--- src/rtl/pic_pkg.sv ---
// pic_pkg: shared trigger-mode encoding and default sizing for the interrupt request front end
package pic_pkg;
    localparam logic LEVEL           = 1'b1;
    localparam logic EDGE            = 1'b0;
    localparam int   NUM_IR_DEF      = 8;
    localparam int   SYNC_STAGES_DEF = 2;
endpackage

--- src/rtl/ir_request_capture_if.sv ---
// ir_request_capture_if: control/status bundle between the request capture block and the PIC core
interface ir_request_capture_if
    import pic_pkg::*;
#(
    parameter int NUM_IR = NUM_IR_DEF
);
    localparam int ID_W = $clog2(NUM_IR);
    logic [NUM_IR-1:0] level_or_edge_triggered_mode;
    logic [NUM_IR-1:0] clear_ir_line;
    logic              freeze;
    logic [NUM_IR-1:0] ir_req_pin;
    logic [NUM_IR-1:0] interrupt_req_reg;
    logic [NUM_IR-1:0] overrun;
    logic              any_request;
    logic [ID_W-1:0]   highest_req_id;
    modport master (
        output level_or_edge_triggered_mode, clear_ir_line, freeze, ir_req_pin,
        input  interrupt_req_reg, overrun, any_request, highest_req_id
    );
    modport slave (
        input  level_or_edge_triggered_mode, clear_ir_line, freeze, ir_req_pin,
        output interrupt_req_reg, overrun, any_request, highest_req_id
    );
endinterface

--- src/rtl/ir_sync_chain.sv ---
// ir_sync_chain: falling-edge flip-flop synchroniser for one asynchronous request pin
module ir_sync_chain #(
    parameter int SYNC_STAGES = 2
) (
    input  logic clk,
    input  logic reset,
    input  logic i_d,
    output logic o_q
);
    logic [SYNC_STAGES-1:0] r_sync;
    // truncating cast keeps the shift valid for a single-stage chain
    always_ff @(negedge clk or posedge reset)
        if (reset) r_sync <= '0;
        else       r_sync <= SYNC_STAGES'({r_sync, i_d});
    assign o_q = r_sync[SYNC_STAGES-1];
endmodule

--- src/rtl/ir_request_capture.sv ---
// ir_request_capture: synchronises request pins and maintains the IRR, pending edges and sticky overrun flags
module ir_request_capture
    import pic_pkg::*;
#(
    parameter int NUM_IR      = NUM_IR_DEF,
    parameter int SYNC_STAGES = SYNC_STAGES_DEF
) (
    input logic               clk,
    input logic               reset,
    ir_request_capture_if.slave bus
);
    localparam int ID_W = $clog2(NUM_IR);
    logic [NUM_IR-1:0] w_s, w_rise, w_fire, w_lvl, w_clr, w_frz;
    logic [NUM_IR-1:0] r_p, r_pend, r_irr, r_ovr;
    genvar i;
    for (i = 0; i < NUM_IR; i++) begin : g_sync
        ir_sync_chain #(.SYNC_STAGES(SYNC_STAGES)) u_sync (
            .clk   (clk),
            .reset (reset),
            .i_d   (bus.ir_req_pin[i]),
            .o_q   (w_s[i])
        );
    end
    assign w_rise = w_s & ~r_p;
    assign w_fire = w_rise | r_pend;
    assign w_lvl  = bus.level_or_edge_triggered_mode ^ {NUM_IR{~LEVEL}};
    assign w_clr  = bus.clear_ir_line;
    assign w_frz  = {NUM_IR{bus.freeze}};
    // per-bit priority: clear, then freeze, then the mode-specific update
    always_ff @(negedge clk or posedge reset)
        if (reset) begin
            r_p    <= '0;
            r_pend <= '0;
            r_irr  <= '0;
            r_ovr  <= '0;
        end else begin
            r_p    <= w_s;
            r_pend <= (w_clr & w_rise) | (~w_clr & w_frz & (r_pend | (~w_lvl & w_rise)));
            r_irr  <= ~w_clr & ((w_frz & r_irr) | (~w_frz & ((~w_lvl & (r_irr | w_fire)) | (w_lvl & w_s))));
            r_ovr  <= ~w_clr & (r_ovr | (~w_frz & ~w_lvl & r_irr & w_fire));
        end
    function automatic logic [ID_W-1:0] lowest_set(input logic [NUM_IR-1:0] v);
        logic [ID_W-1:0] res;
        res = '0;
        for (int k = NUM_IR - 1; k >= 0; k--) if (v[k]) res = ID_W'(k);
        return res;
    endfunction
    assign bus.interrupt_req_reg = r_irr;
    assign bus.overrun           = r_ovr;
    assign bus.any_request       = |r_irr;
    assign bus.highest_req_id    = lowest_set(r_irr);
endmodule

--- src/flat_wrapper.sv ---
// flat-port wrapper written by rule: the top's interface ports become plain ports
module ir_request_capture_flat import pic_pkg::*;
#(
    parameter int NUM_IR      = NUM_IR_DEF,
    parameter int SYNC_STAGES = SYNC_STAGES_DEF
)
  (clk, reset, bus_level_or_edge_triggered_mode, bus_clear_ir_line, bus_freeze, bus_ir_req_pin, bus_interrupt_req_reg, bus_overrun, bus_any_request, bus_highest_req_id);
  ir_request_capture_if #(.NUM_IR(NUM_IR)) bus_i ();
  input logic clk;
  input logic reset;
  input wire logic [$bits(bus_i.level_or_edge_triggered_mode)-1:0] bus_level_or_edge_triggered_mode;
  input wire logic [$bits(bus_i.clear_ir_line)-1:0] bus_clear_ir_line;
  input wire logic [$bits(bus_i.freeze)-1:0] bus_freeze;
  input wire logic [$bits(bus_i.ir_req_pin)-1:0] bus_ir_req_pin;
  output wire logic [$bits(bus_i.interrupt_req_reg)-1:0] bus_interrupt_req_reg;
  output wire logic [$bits(bus_i.overrun)-1:0] bus_overrun;
  output wire logic [$bits(bus_i.any_request)-1:0] bus_any_request;
  output wire logic [$bits(bus_i.highest_req_id)-1:0] bus_highest_req_id;
  assign bus_i.level_or_edge_triggered_mode = bus_level_or_edge_triggered_mode;
  assign bus_i.clear_ir_line = bus_clear_ir_line;
  assign bus_i.freeze = bus_freeze;
  assign bus_i.ir_req_pin = bus_ir_req_pin;
  assign bus_interrupt_req_reg = bus_i.interrupt_req_reg;
  assign bus_overrun = bus_i.overrun;
  assign bus_any_request = bus_i.any_request;
  assign bus_highest_req_id = bus_i.highest_req_id;
  ir_request_capture #(.NUM_IR(NUM_IR), .SYNC_STAGES(SYNC_STAGES)) u_core (.clk(clk), .reset(reset), .bus(bus_i));
endmodule
--- config.mk ---
export PLATFORM = sky130hd
export DESIGN_NAME = ir_request_capture_flat
export DESIGN_NICKNAME = d
export VERILOG_FILES = /design/src/rtl/pic_pkg.sv /design/src/rtl/ir_request_capture_if.sv /design/src/rtl/ir_sync_chain.sv /design/src/rtl/ir_request_capture.sv /design/src/flat_wrapper.sv
export SDC_FILE = /design/constraint.sdc
export NUM_CORES = 1
export LEC_CHECK = 0
export ABC_AREA = 1
export CELL_PAD_IN_SITES_DETAIL_PLACEMENT = 1
export CELL_PAD_IN_SITES_GLOBAL_PLACEMENT = 2
export CORE_MARGIN = 8
export CORE_UTILIZATION = 32
export DETAILED_ROUTE_END_ITERATION = 10
export GPL_TIMING_DRIVEN = 0
export PLACE_DENSITY = 0.88
export SYNTH_ARGS = -nofsm -noshare
export SYNTH_HDL_FRONTEND = slang
export SYNTH_SLANG_ARGS = --single-unit
export TNS_END_PERCENT = 50
--- constraint.sdc ---
create_clock -name clk -period 1.7 [get_ports clk]
set_input_delay 0.17 -clock clk [delete_from_list [all_inputs] [get_ports clk]]
set_output_delay 0.17 -clock clk [all_outputs]
set_load 0.02 [all_outputs]
==> metrics.md <==
| Metric | Value |
|---|---|
| Status | `finished, violations left` |
| Failing checks | `negative setup slack` |
| Syn_area_per_cell | `9.68 µm²` |
| Leak | `1.43 nW` |
| Hold EP | `u_core.g_sync[1].u_sync.r_sync[1]` |
| R2R setup slack | `720 ps` |
| WL/cell | `13.6 µm` |
| Half-perimeter wire length after placement | `3400 µm` |
| CP required | `1530 ps` |
| Slew Viols, Final | `0` |
| Initial antenna violation count | `0` |
| M1 GR Usage | `13.1%` |
| Critical R2R Launch | `u_core.r_p[4]` |
| Root Driver | `clkbuf_8` |
| Slowest stage delay, CP | `450 ps` |
| Worst path cell trace | `inv_2 > nand2_1 > nand2_1 > nand2_1 > nand2_2 > a21oi_4 > buf_6` |
| Max clock buf depth | `2` |
| Crit path arrival time | `2180 ps` |
| Post-synth top area share | `61.5%` |
| Starting Density | `33.0%` |
| Cell area power density | `843 nW/µm²` |
| Crit-path leading delay family | `flip-flops` |
| DRT antenna net count | `0` |
| Setup Viol. Count Final | `21` |
| Worst Tran Pin Value | `542 ps` |
| Worst Setup End Kind | `output pin` |
| Complex-gate fraction of the synthesized area | `16.6%` |
| End of the worst register-to-register path | `u_core.bus.interrupt_req_reg[4]` |
| Max_cap viols | `0` |
| GR peak layer | `met2` |
| Synthesis-to-layout area growth | `41.6%` |
| Met2 usage | `19.6%` |
| Relative slew slack | `63.8%` |
| Total GRT Usage | `11.6%` |
| Met3 Use GR | `4.24%` |
| Final hold violations | `0` |
| Hold Path Origin | `u_core.g_sync[1].u_sync.r_sync[0]` |
| Via-per-instance ratio | `4.59` |
| Synthesized cell area | `1950 µm²` |
| Min-Delay Path Class | `register to register` |
| Netlist cell types | `17` |
| Antenna fix cells | `0` |
| Fillers | `702` |
| GP Congestion | `0.809` |
| Ranking of synthesized cells by area | `dfrtn_1 61%, inv_1 11%, a21oi_1 5.1%` |
| Final Skew | `2.73 ps` |
| Total wire length | `4700 µm` |
| Height of the die | `94.2 µm` |
| Via count | `1584` |
| Commonest non-fill, non-tap cell in the layout | `inv_1` |
| Yosys reg bits | `48` |
| Hold path depth | `0` |
| Pin count of the biggest net entering global routing | `25` |
| Share of cells above drive strength 1 | `24.4%` |
| Largest family of logic cells by synthesized area | `compound AO/OA/AOI/OAI gates` |
| CP Max Fanout | `3` |
| Seq/Total Area, Yosys | `61.5%` |
| Commonest non-fill, non-tap cells in the layout | `49 x inv_1, 48 x dfrtn_1, 22 x nand2_1, 20 x buf_6, 19 x a21oi_1` |
| Layout Nets | `297` |
| Clock latency on the worst-skew pair | `300 ps` |
| Synth Net Count | `229` |
| TritonCTS clock tree | `yes` |
| Sink Count | `48` |
| First-pass GRT wire length | `8110 µm` |
| Core area | `5920 µm²` |
| Most used cell, CP | `nand2_1` |
| Io pins | `47` |
| DIE AREA | `8860 µm²` |
| Slowest-stage cell, CP | `dfrtn_1` |
| Final core area utilization | `46.7%` |
| Row cnt | `28` |
| Worst path buffer plus inverter count | `2` |
| Number of port buffers | `45` |
| VDD IR-drop max | `0.367 mV` |
| Adder-Cell Fraction of Synth Area | `0%` |
| Die Wd | `94.2 µm` |
| DRT Pass-1 Iters | `4` |
| # DRC | `0` |
| Warnings, synthesis | `0` |
| CP Class | `register to output pin` |
| Global route total overflow | `0` |
| Vias in the first global route | `1749` |
| Inserted Clock Buffers | `5` |
| Leading area contributor after synthesis | `dfrtn_1` |
| Post-Synthesis Cells | `202` |
| Critical Path Start Type | `register` |
| Final WS setup | `-652 ps` |
| Simple-gate share of the synthesized area | `8.19%` |
| Share of cell area taken by muxes after synthesis | `0%` |
| Iteration-0 DRC Markers | `37` |
| RSZ-0062 raised after global routing | `true` |
| Clock transition at path regs | `60 ps` |
| Top reg by flops | `u_core.g_sync.u_sync.r_sync` |
| Synth Area in XOR/XNOR | `0%` |
| Reg2reg path depth | `5` |
| Max reg flops | `16` |
| Setup TNS | `-6040 ps` |
| CTS HTree Levels | `2` |
==> layer usage <==
layer	wire [µm]	up-vias
met2	2340	33
met1	2000	766
met3	325	4
met5	0	-
li1	-	781
met4	31	0
==> worst max-delay path by stage <==
stage / start / endpoint / cells past startpoint
2_1_floorplan: u_core.bus.interrupt_req_reg[5] / bus_highest_req_id[0] / 6
6_report: u_core.bus.interrupt_req_reg[5] / bus_highest_req_id[0] / 7
4_1_cts: u_core.bus.interrupt_req_reg[7] / bus_highest_req_id[1] / 5
3_5_place_dp: u_core.bus.interrupt_req_reg[5] / bus_highest_req_id[0] / 7
5_1_grt: u_core.bus.interrupt_req_reg[5] / bus_highest_req_id[0] / 7
3_3_place_gp: u_core.bus.interrupt_req_reg[5] / bus_highest_req_id[0] / 7
==> timing repair <==
| action | CTS | global route |
|---|---|---|
| setup endpoints to repair | 78 | 27 |
| resized for setup | 133 | 12 |
| hold buffers | 0 | 0 |
| pin swaps | 3 | 1 |
| buffers inserted | 13 | 6 |
| endpoints found under the hold margin | 0 | 0 |
| cloned | 1 | 0 |
==> power by group <==
| part | internal [mW] | switching (mW) | total [mW] |
|---|---|---|---|
| logic | 0.205 | 0.245 | 0.450 |
| clock network | 0.280 | 0.355 | 0.636 |
| registers | 1.21 | 0.0330 | 1.25 |
| total | 1.70 | 0.633 | 2.33 |
==> area by class of cell <==
class	count	area (µm²)	area share, %
repair buffers	60	587	21.2
flip-flops and latches	48	1200	43.4
repair inverters	1	7.51	0.271
clock inverters	1	5.00	0.181
clock buffers	6	72.6	2.62
inverters	58	229	8.27
plain buffers	3	42.5	1.54
well taps	75	93.8	3.39
multi-input cells	93	529	19.1
==> worst reg2reg max path, cell delays in order, from the launching register on <==
cell and delay [ps]:
dfrtn_1 380, inv_1 30, nand2_1 70, nand2_1 100, o21ai_0 160, a21oi_1 80
==> cells in the mapped netlist, drive strengths merged <==
library cell	n
nor3	1
nand2	24
buf	3
o21ai	23
nand4	9
a31oi	1
a21oi	24
inv	58
o2111ai	1
dfrtn	48
nand3	1
o31ai	8
nor2	1
==> cells by family after synthesis <==
kind of cell | after synthesis
buffers and inverters | 61
AOI/OAI and AO/OA | 57
DFF | 48
and+or+nand+nor | 36
==> through the flow <==
step	setup slack (ps)	hold slack, ps	cell area [µm²]	cells	total power, mW
final	-652	295	2770	345	2.33
after global routing	-725	299	2770	345	2.47
after CTS	-678	297	2730	343	2.37
after detailed placement	-874	297	2520	322	1.68
after global placement	-868	293	2520	322	1.67
after floorplan	-360	292	1980	202	1.48
No activity file was read; power rests on OpenSTA's default activity.
